## config.mk

```make
export PLATFORM = sky130hd
export DESIGN_NAME = instr_sequencer
export DESIGN_NICKNAME = d
export VERILOG_FILES = /design/src/rtl/seq_pkg.sv /design/src/rtl/seq_timeout.sv /design/src/rtl/instr_sequencer.sv
export SDC_FILE = /design/constraint.sdc
export NUM_CORES = 1
export LEC_CHECK = 0
export ABC_AREA = 0
export BUFFER_PORTS_ARGS = -buffer_cell sky130_fd_sc_hd__buf_4
export CAP_MARGIN = 15
export CORE_MARGIN = 2
export CORE_UTILIZATION = 40
export CTS_CLUSTER_SIZE = 8
export DETAILED_ROUTE_END_ITERATION = 16
export PLACE_DENSITY = 0.76
export SLEW_MARGIN = 20
export SYNTH_ARGS = -nofsm -noshare
export SYNTH_HDL_FRONTEND = slang
export SYNTH_HIERARCHICAL = 1
export SYNTH_SLANG_ARGS = --single-unit
```

## constraint.sdc

```tcl
create_clock -name clk -period 4.66 [get_ports clk]
set_clock_uncertainty 0.2 [all_clocks]
set_input_delay 0.233 -clock clk [delete_from_list [all_inputs] [get_ports clk]]
set_output_delay 0.233 -clock clk [all_outputs]
set_load 0.02 [all_outputs]
```

## src/rtl/seq_pkg.sv

```systemverilog
// Shared definitions for the instruction sequencer: state encoding and control-word layout.
package seq_pkg;

  localparam int CTRL_W    = 13;
  localparam int CTRL_BR   = 0;
  localparam int CTRL_RW   = 1;
  localparam int CTRL_MEM  = 2;
  localparam int CTRL_MWR  = 3;
  localparam int CTRL_HALT = 12;

  typedef enum logic [2:0] {
    S_IDLE   = 3'd0,
    S_FETCH  = 3'd1,
    S_DECODE = 3'd2,
    S_EXEC   = 3'd3,
    S_MEM    = 3'd4,
    S_WB     = 3'd5,
    S_HALT   = 3'd6,
    S_FAULT  = 3'd7
  } state_t;

endpackage

```

## src/rtl/seq_timeout.sv

```systemverilog
// Clearable memory-wait counter; expired flags the last permitted wait cycle.
module seq_timeout #(
  parameter int MEM_TIMEOUT = 255
) (
  input  logic clk,
  input  logic rst_n,
  input  logic clr,
  input  logic inc,
  output logic expired
);

  localparam int TW = (MEM_TIMEOUT < 2) ? 1 : $clog2(MEM_TIMEOUT + 1);
  localparam logic [TW-1:0] LIMIT = TW'((MEM_TIMEOUT == 0) ? 0 : MEM_TIMEOUT - 1);

  logic [TW-1:0] cnt_q;
  logic [TW-1:0] cnt_d;

  always_comb begin
    cnt_d = cnt_q;
    if (clr) begin
      cnt_d = '0;
    end else if (inc) begin
      cnt_d = cnt_q + 1'b1;
    end
  end

  always_ff @(posedge clk) begin
    if (!rst_n) begin
      cnt_q <= '0;
    end else begin
      cnt_q <= cnt_d;
    end
  end

  // One more unacknowledged cycle from here would reach MEM_TIMEOUT.
  always_comb begin
    expired = (MEM_TIMEOUT != 0) && (cnt_q == LIMIT);
  end

endmodule

```

## src/rtl/instr_sequencer.sv

```systemverilog
// Multi-cycle fetch/decode/execute/memory/write-back sequencer with halt and memory-timeout fault.
// Optional retired-instruction counter enabled by defining SEQ_PERF_CNT_EN.
module instr_sequencer
  import seq_pkg::*;
#(
  parameter int MEM_TIMEOUT = 255,
  parameter int CNT_W       = 32
) (
  input  logic              clk,
  input  logic              rst_n,
  input  logic              start,
  input  logic [CTRL_W-1:0] ctrl,
  input  logic              cond,
  output logic              imem_req,
  input  logic              imem_ack,
  output logic              dmem_req,
  output logic              dmem_we,
  input  logic              dmem_ack,
  output logic              ir_load,
  output logic              pc_inc,
  output logic              pc_load,
  output logic              reg_we,
  output logic              busy,
  output logic              halted,
  output logic              err,
  output logic [2:0]        state
`ifdef SEQ_PERF_CNT_EN
  ,
  output logic [CNT_W-1:0]  retired
`endif
);

  state_t state_q;
  state_t state_d;
  logic   retire;
  logic   ir_pulse;
  logic   take_branch;
  logic   wait_inc;
  logic   timeout_clr;
  logic   expired;
  logic   unused_ctrl;

  assign unused_ctrl = ^ctrl[11:4];

  always_comb begin
    state_d  = state_q;
    retire   = 1'b0;
    ir_pulse = 1'b0;
    case (state_q)
      S_IDLE: begin
        if (start) state_d = S_FETCH;
      end
      S_FETCH: begin
        if (imem_ack) begin
          ir_pulse = 1'b1;
          state_d  = S_DECODE;
        end else if (expired) begin
          state_d = S_FAULT;
        end
      end
      S_DECODE: begin
        state_d = ctrl[CTRL_HALT] ? S_HALT : S_EXEC;
      end
      S_EXEC: begin
        if (ctrl[CTRL_MEM]) begin
          state_d = S_MEM;
        end else if (ctrl[CTRL_RW]) begin
          state_d = S_WB;
        end else begin
          retire = 1'b1;
        end
      end
      S_MEM: begin
        if (dmem_ack) begin
          if (ctrl[CTRL_RW]) state_d = S_WB;
          else retire = 1'b1;
        end else if (expired) begin
          state_d = S_FAULT;
        end
      end
      S_WB: begin
        retire = 1'b1;
      end
      S_HALT:  state_d = S_HALT;
      S_FAULT: state_d = S_FAULT;
      default: state_d = S_IDLE;
    endcase
    if (retire) state_d = S_FETCH;
  end

  always_ff @(posedge clk) begin
    if (!rst_n) begin
      state_q <= S_IDLE;
    end else begin
      state_q <= state_d;
    end
  end

  // Any state change clears the wait counter, which covers entry to FETCH and MEM.
  always_comb begin
    wait_inc    = ((state_q == S_FETCH) && !imem_ack) ||
                  ((state_q == S_MEM) && !dmem_ack);
    timeout_clr = (state_d != state_q);
  end

  seq_timeout #(
    .MEM_TIMEOUT(MEM_TIMEOUT)
  ) u_timeout (
    .clk    (clk),
    .rst_n  (rst_n),
    .clr    (timeout_clr),
    .inc    (wait_inc),
    .expired(expired)
  );

  // Pulses are suppressed while reset is asserted so an aborted instruction has no side effects.
  always_comb begin
    take_branch = ctrl[CTRL_BR] && cond;
    ir_load     = rst_n && ir_pulse;
    pc_load     = rst_n && retire && take_branch;
    pc_inc      = rst_n && retire && !take_branch;
  end

  always_comb begin
    state    = state_q;
    imem_req = (state_q == S_FETCH);
    dmem_req = (state_q == S_MEM);
    dmem_we  = (state_q == S_MEM) && ctrl[CTRL_MWR];
    reg_we   = (state_q == S_WB);
    busy     = (state_q != S_IDLE) && (state_q != S_HALT) && (state_q != S_FAULT);
    halted   = (state_q == S_HALT);
    err      = (state_q == S_FAULT);
  end

`ifdef SEQ_PERF_CNT_EN
  logic [CNT_W-1:0] retired_q;
  logic [CNT_W-1:0] retired_d;

  always_comb begin
    retired_d = retired_q;
    if (retire) retired_d = retired_q + 1'b1;
  end

  always_ff @(posedge clk) begin
    if (!rst_n) begin
      retired_q <= '0;
    end else begin
      retired_q <= retired_d;
    end
  end

  assign retired = retired_q;
`else
  localparam int unused_cnt_w = CNT_W;
`endif

endmodule

```

==> results of run 1 <==
-- sequential cells by signal (all words and copies together), names as in the netlist --
register and cells:
u_timeout/cnt_q 8, state 3
-- worst register-to-register path, stage by stage (launching register included) --
cell and delay [ns]:
dfxtp_1 0.40, ha_1 0.17, nand3_1 0.07, nor2_1 0.29, nand3b_1 0.13, o211a_1 0.17, o221ai_2 0.22, mux2_4 0.32
a2111o_1 0.28, nand2b_1 0.29, a211oi_1 0.26
-- per-layer routing --
layer | GRT usage [%] | part of all wire, % | vias to the layer above
li1 | - | - | 387
met1 | 20.7 | 43 | 361
met2 | 28.8 | 49 | 31
met3 | 5.66 | 7.1 | 4
met4 | 4.86 | 0.51 | 0
met5 | 0 | 0 | -
-- cell usage in the layout (no fill, tap or decap), types with 2 or more instances in the layout --
cell type | netlist | final
a21oi_1 | 9 | 9
nand4_1 | 2 | 2
clkbuf_4 | 0 | 3
nor3_1 | 4 | 4
o21ai_0 | 5 | 5
dfxtp_1 | 11 | 11
xor2_1 | 3 | 3
inv_1 | 5 | 5
and2_1 | 3 | 3
nand3_1 | 4 | 4
ha_1 | 2 | 2
and3_1 | 3 | 3
or3_1 | 3 | 3
buf_4 | 1 | 23
nor2_1 | 12 | 12
nand2_1 | 5 | 5
nor2b_1 | 2 | 2
nand2b_1 | 3 | 3
-- final timing paths --
| path | startpoint | to | slack (ns) | cells past startpoint |
|---|---|---|---|---|
| min | rst_n | state[0]$_SDFF_PN0_ | 0.003 | 2 |
| max | u_timeout/cnt_q[1]$_SDFFE_PP0P_ | u_timeout/cnt_q[1]$_SDFFE_PP0P_ | 1.79 | 10 |
| max reg2reg | u_timeout/cnt_q[1]$_SDFFE_PP0P_ | u_timeout/cnt_q[1]$_SDFFE_PP0P_ | 1.79 | 10 |
| min reg2reg | u_timeout/cnt_q[6]$_SDFFE_PP0P_ | u_timeout/cnt_q[6]$_SDFFE_PP0P_ | 0.30 | 2 |
-- area by class of cell --
cell class / count / area, um^2 / share of cell area [%]
clock buffers: 4 / 26.3 / 2.73
inverters: 6 / 22.5 / 2.34
flip-flops and latches: 11 / 220 / 22.9
well taps: 25 / 31.3 / 3.26
multi-input cells: 75 / 488 / 50.8
repair buffers: 23 / 173 / 18.0
-- power by group through the flow --
stage	clock (W)	combinational, W	sequential (W)
2_1_floorplan	0	0.0000731	0.000110
3_3_place_gp	0	0.0000937	0.000114
3_5_place_dp	0	0.0000951	0.000114
4_1_cts	0.0000684	0.0000957	0.000112
5_1_grt	0.0000731	0.000104	0.000114
6_report	0.0000661	0.0000959	0.000112
-- cell families after synthesis --
group,after synthesis,share of synthesized area [%]
AOI/OAI and AO/OA,23,21.8
xor gates and xnor gates,4,4.59
adders and majority gates,2,3.28
buffers and inverters,11,7.21
DFF,11,28.9
muxes,1,1.97
and+or+nand+nor,45,32.3
-- Yosys cell counts, types with 2 or more instances --
cell | count | share of area (%)
nand2b_1 | 3 | 2.5
inv_1 | 5 | 2.5
nand2_1 | 5 | 2.5
buf_2 | 2 | 1.3
nor2b_1 | 2 | 1.6
xor2_1 | 3 | 3.4
or3_1 | 3 | 2.5
nand4_1 | 2 | 1.6
a21oi_1 | 9 | 5.9
nand3_1 | 4 | 2.6
nor3_1 | 4 | 2.6
and2_1 | 3 | 2.5
o21ai_0 | 5 | 3.3
dfxtp_1 | 11 | 29
and3_1 | 3 | 2.5
ha_1 | 2 | 3.3
nor2_1 | 12 | 5.9
-- stage by stage --
step | area [um^2] | power, W | utilization [%] | setup slack [ns] | std cells
floorplan | 763 | 0.000183 | - | 2.07 | 97
global placement | 935 | 0.000207 | 53.0 | 1.91 | 140
detailed placement | 935 | 0.000209 | 53.0 | 1.84 | 140
CTS | 961 | 0.000276 | 54.5 | 1.81 | 144
global route | 961 | 0.000291 | 54.5 | 1.58 | 144
finish | 961 | 0.000274 | 54.5 | 1.79 | 144
==> flow_summary.toml, run 1 <==
[outcome]
outcome = "complete, no violations"

[job]
drv_cap = 0

[logic_synthesis]
ys_seq_area_share_pct = 28.9
synthCells = 97
synth_edf_count = 0
ys.warnings.count = 6
synthFlopType = "dfxtp_1"
synth.ff_latch_count = 11
synth.distinct_cells = 36
mappedNetlistNets = 118
syn_avg_cell_area_um2 = 7.87
synthArstFlopShare_pct = 0
syn_area_um2 = 763

[drt]
vias = 783
drc = 0
via_per_inst = 5.44
drtAntennaViolNets = 0
drtPass1Iterations = 4
drt_iter0_drc = 10
wl_per_cell_um = 12.1
finalWirelength_mm = 1.75

[clock_tree]
ctsResizeCount = 0
holdBufCountCts = 0
cts_root_buffer = "clkbuf_4"
cts_tree = "yes"
clk_pin_slew_worst_paths_ns = 0.07
worstSkewPairLatency_ns = 0.27
cts_setup_buffers = 0
clockBufferDepth = 2
cts-htree-levels = 1
cts_sinks = 11
cts-buffers-inserted = 3

[hold_path]
hold_path_class = "input port to register"

[floorplanning]
fp.dieH_um = 47.7
fp.dieArea_um2 = 2270
die_width_um = 47.7
rows = 15
ios = 32
core-area_um2 = 1760
start_util_pct = 43.3

[placed_design]
place_congestion = 0.854
io_buffers = 23
hpwl_mm = 1.32

[critical_path]
crit_required_ns = 4.65
start_kind = "register"
endpoint_kind = "register"
cp.arrival_ns = 2.86
max_stage_delay_ns = 0.40
cp_top_family = "compound AO/OA/AOI/OAI gates"
cp_num_buf_inv = 0
crit_fanout = 8
critPathSlowestCell = "dfxtp_1"
crit_chain = "ha_1, nand3_1, nor2_1, nand3b_1, o211a_1, o221ai_2, mux2_4, a2111o_1, nand2b_1, a211oi_1"
critPathKind = "register to register"

[timing]
rsz0062_at_grt = "false"
period_needed_ns = 2.87
fmax_mhz = 349
finalCritPeriodShare_pct = 61.5
timing.setup.tns_ns = 0
drv_slew = 0
worst_hold_slack_ns = 0.00272
worstMarginPinSlew_ns = 0.482
setup_violations = 0
final_hold_viol_count = 0
worst_slew_margin_rel_pct = 67.8

[global_route]
first_global_vias = 649
grt.overflow.total = 0
track_usage_pct = 17.1
grt_pass1_wl_mm = 2.77
antenna_found_initial = 0
grt_max_degree = 17

[power_and_ir_drop]
switchingPower_w = 0.0000961
internal_power_w = 0.000178
leakage_nw = 0.415
clkPwrFrac_pct = 24.1
combPwrFrac_pct = 35.0
seqPwrFrac_pct = 40.9
power_density_nw_per_um2 = 285
swShare_pct = 35.1
vdd_drop_max_mv = 0.128

[final_layout]
layout.nets = 141
antenna_cells = 0
synthToLayoutAreaGrowth_pct = 25.9
drive_above_1_share_pct = 28.6
fillerInstances = 184
(Power assumes the default switching activity.)
==> run 2, diff against run 1 <==
--- a/config.mk
+++ b/config.mk
@@ -12,7 +12,7 @@
 export CORE_UTILIZATION = 40
 export CTS_CLUSTER_SIZE = 8
 export DETAILED_ROUTE_END_ITERATION = 16
-export PLACE_DENSITY = 0.76
+export PLACE_DENSITY = 0.78
 export SLEW_MARGIN = 20
 export SYNTH_ARGS = -nofsm -noshare
 export SYNTH_HDL_FRONTEND = slang
==> constraint.sdc (replaced) <==
create_clock -name clk -period 2.45 [get_ports clk]
set_clock_uncertainty 0.2 [all_clocks]
set_input_delay 0.1225 -clock clk [delete_from_list [all_inputs] [get_ports clk]]
set_output_delay 0.1225 -clock clk [all_outputs]
set_load 0.02 [all_outputs]
==> flow_summary.toml, run 2 (same netlist as run 1, synthesis figures left out) <==
[outcome]
outcome = "complete, no violations"

[placed_design]
place_congestion = 0.865
dpl_cell_area_um2 = 1040
io_buffers = 23
placed_cells = 149
hpwl_mm = 1.40

[clock_tree]
cts_root_buffer = "clkbuf_4"
cts_tree = "yes"
worstSkewPairLatency_ns = 0.26
cts-htree-levels = 1
cts-buffers-inserted = 3
clk_pin_slew_worst_paths_ns = 0.06
cts_sinks = 11
clockBufferDepth = 2

[final_layout]
largest_register = "u_timeout/cnt_q"
fin_util_pct = 63.9
largest_register_ff_count = 8
antenna_cells = 0
finalInstanceArea_um2 = 1130
layout_common_cells = "buf_4 (35), nor2_1 (11), a21oi_1 (9), dfxtp_2 (7)"
layout.nets = 156
drive_above_1_share_pct = 44.0
fin_cells = 159
synthToLayoutAreaGrowth_pct = 47.7
final_common_cell = "buf_4"

[power_and_ir_drop]
leakage_nw = 0.501
seqPwrFrac_pct = 37.1
swShare_pct = 33.7
combPwrFrac_pct = 41.3
switchingPower_w = 0.000184
power_density_nw_per_um2 = 484
internal_power_w = 0.000362
vdd_drop_max_mv = 0.357
clkPwrFrac_pct = 21.7

[hold_path]
hold_path_class = "input port to register"

[global_route]
antenna_found_initial = 0
first_global_vias = 696
grt.overflow.total = 0
track_usage_pct = 18.1
grt_max_degree = 13
grt_pass1_wl_mm = 2.88

[floorplanning]
rows = 15
start_util_pct = 43.3
ios = 32
fp.dieH_um = 47.7
core-area_um2 = 1760
die_width_um = 47.7
fp.dieArea_um2 = 2270

[critical_path]
critPathSlowestCell = "dfxtp_2"
critPathKind = "register to register"
crit_required_ns = 2.44
crit_chain = "ha_4, nand3_2, nor2_4, nand3b_1, o211a_1, o221ai_2, mux2_4, a2111o_1, nand2b_4, a211oi_2"
endpoint_kind = "register"
max_stage_delay_ns = 0.38
cp.arrival_ns = 2.31
start_kind = "register"
crit_fanout = 8

[timing]
finalCritPeriodShare_pct = 94.8
period_needed_ns = 2.32
final_hold_viol_count = 0
rsz0062_at_grt = "true"
worstMarginPinSlew_ns = 0.328
worst_hold_slack_ns = 0.0165
fmax_mhz = 430
drv_slew = 0
setup_violations = 0
worst_slew_margin_rel_pct = 78.2

[drt]
drtAntennaViolNets = 0
drtPass1Iterations = 4
wl_per_cell_um = 11.9
finalWirelength_mm = 1.90
drc = 0
drt_iter0_drc = 10
via_per_inst = 5.23
vias = 831

[job]
drv_cap = 0
==> run 2: changes by cell type in the layout (fill, tap and decap cells not counted), moves of 3 or more <==
| cell | previous run | this run |
|---|---|---|
| dfxtp_1 | 11 | 4 |
| dlygate4sd3_1 | 0 | 3 |
| buf_4 | 23 | 35 |
| dfxtp_2 | 0 | 7 |
==> run 2: layer usage <==
layer | GRT usage (%) | wire [um] | up-vias
met4 | 7.03 | 46 | 0
met3 | 5.66 | 104 | 4
met5 | 0 | 0 | -
li1 | - | - | 416
met1 | 22.2 | 794 | 385
met2 | 29.6 | 953 | 26
==> run 2: worst paths after layout <==
path | startpoint | endpoint | slack, ns | cells past startpoint
worst max-delay path | u_timeout/cnt_q[1]$_SDFFE_PP0P_ | u_timeout/cnt_q[1]$_SDFFE_PP0P_ | 0.13 | 10
worst max register to register | u_timeout/cnt_q[1]$_SDFFE_PP0P_ | u_timeout/cnt_q[1]$_SDFFE_PP0P_ | 0.13 | 10
worst min register to register | u_timeout/cnt_q[7]$_SDFFE_PP0P_ | u_timeout/cnt_q[7]$_SDFFE_PP0P_ | 0.33 | 2
worst min-delay path | start | state[0]$_SDFF_PN0_ | 0.02 | 4
==> run 2: area by class of cell <==
cell class | count | area [um^2]
sequential | 11 | 229
inverter | 6 | 22.5
multi-input combinational | 75 | 526
timing repair buffer | 38 | 293
tap | 25 | 31.3
fill | 160 | 637
clock buffer | 4 | 26.3
==> run 2: power groups by stage <==
| stage | registers [W] | clock network [W] | logic [W] |
|---|---|---|---|
| 2_1_floorplan | 0.000210 | 0 | 0.000157 |
| 3_3_place_gp | 0.000205 | 0 | 0.000218 |
| 3_5_place_dp | 0.000205 | 0 | 0.000222 |
| 4_1_cts | 0.000201 | 0.000125 | 0.000225 |
| 5_1_grt | 0.000204 | 0.000131 | 0.000244 |
| 6_report | 0.000202 | 0.000118 | 0.000225 |
==> run 2: stage by stage <==
step	setup TNS [ns]	power (W)	setup WS, ns
final	0	0.000546	0.126
after global routing	-0.0525	0.000579	-0.0251
after CTS	0	0.000552	0.0515
after detailed placement	0	0.000427	0.0715
after global placement	0	0.000423	0.0794
after floorplan	0	0.000367	0.0191
==> run 2: critical path: cells and delay by family (launching register included) <==
family                   cells  cell delay [ns]
adder cells (fa/ha/maj)      1             0.14
AND/OR/NAND/NOR              4             0.42
flip-flops                   1             0.38
AO/OA/AOI/OAI                4             0.80
multiplexers                 1             0.32
==> run 2: timing repair <==
action / in CTS / in global routing
hold endpoints to repair: 8 / 0
hold buffers: 3 / 0
setup endpoints to repair: 0 / 6
gates resized for setup: 0 / 5
setup buffers: 0 / 3
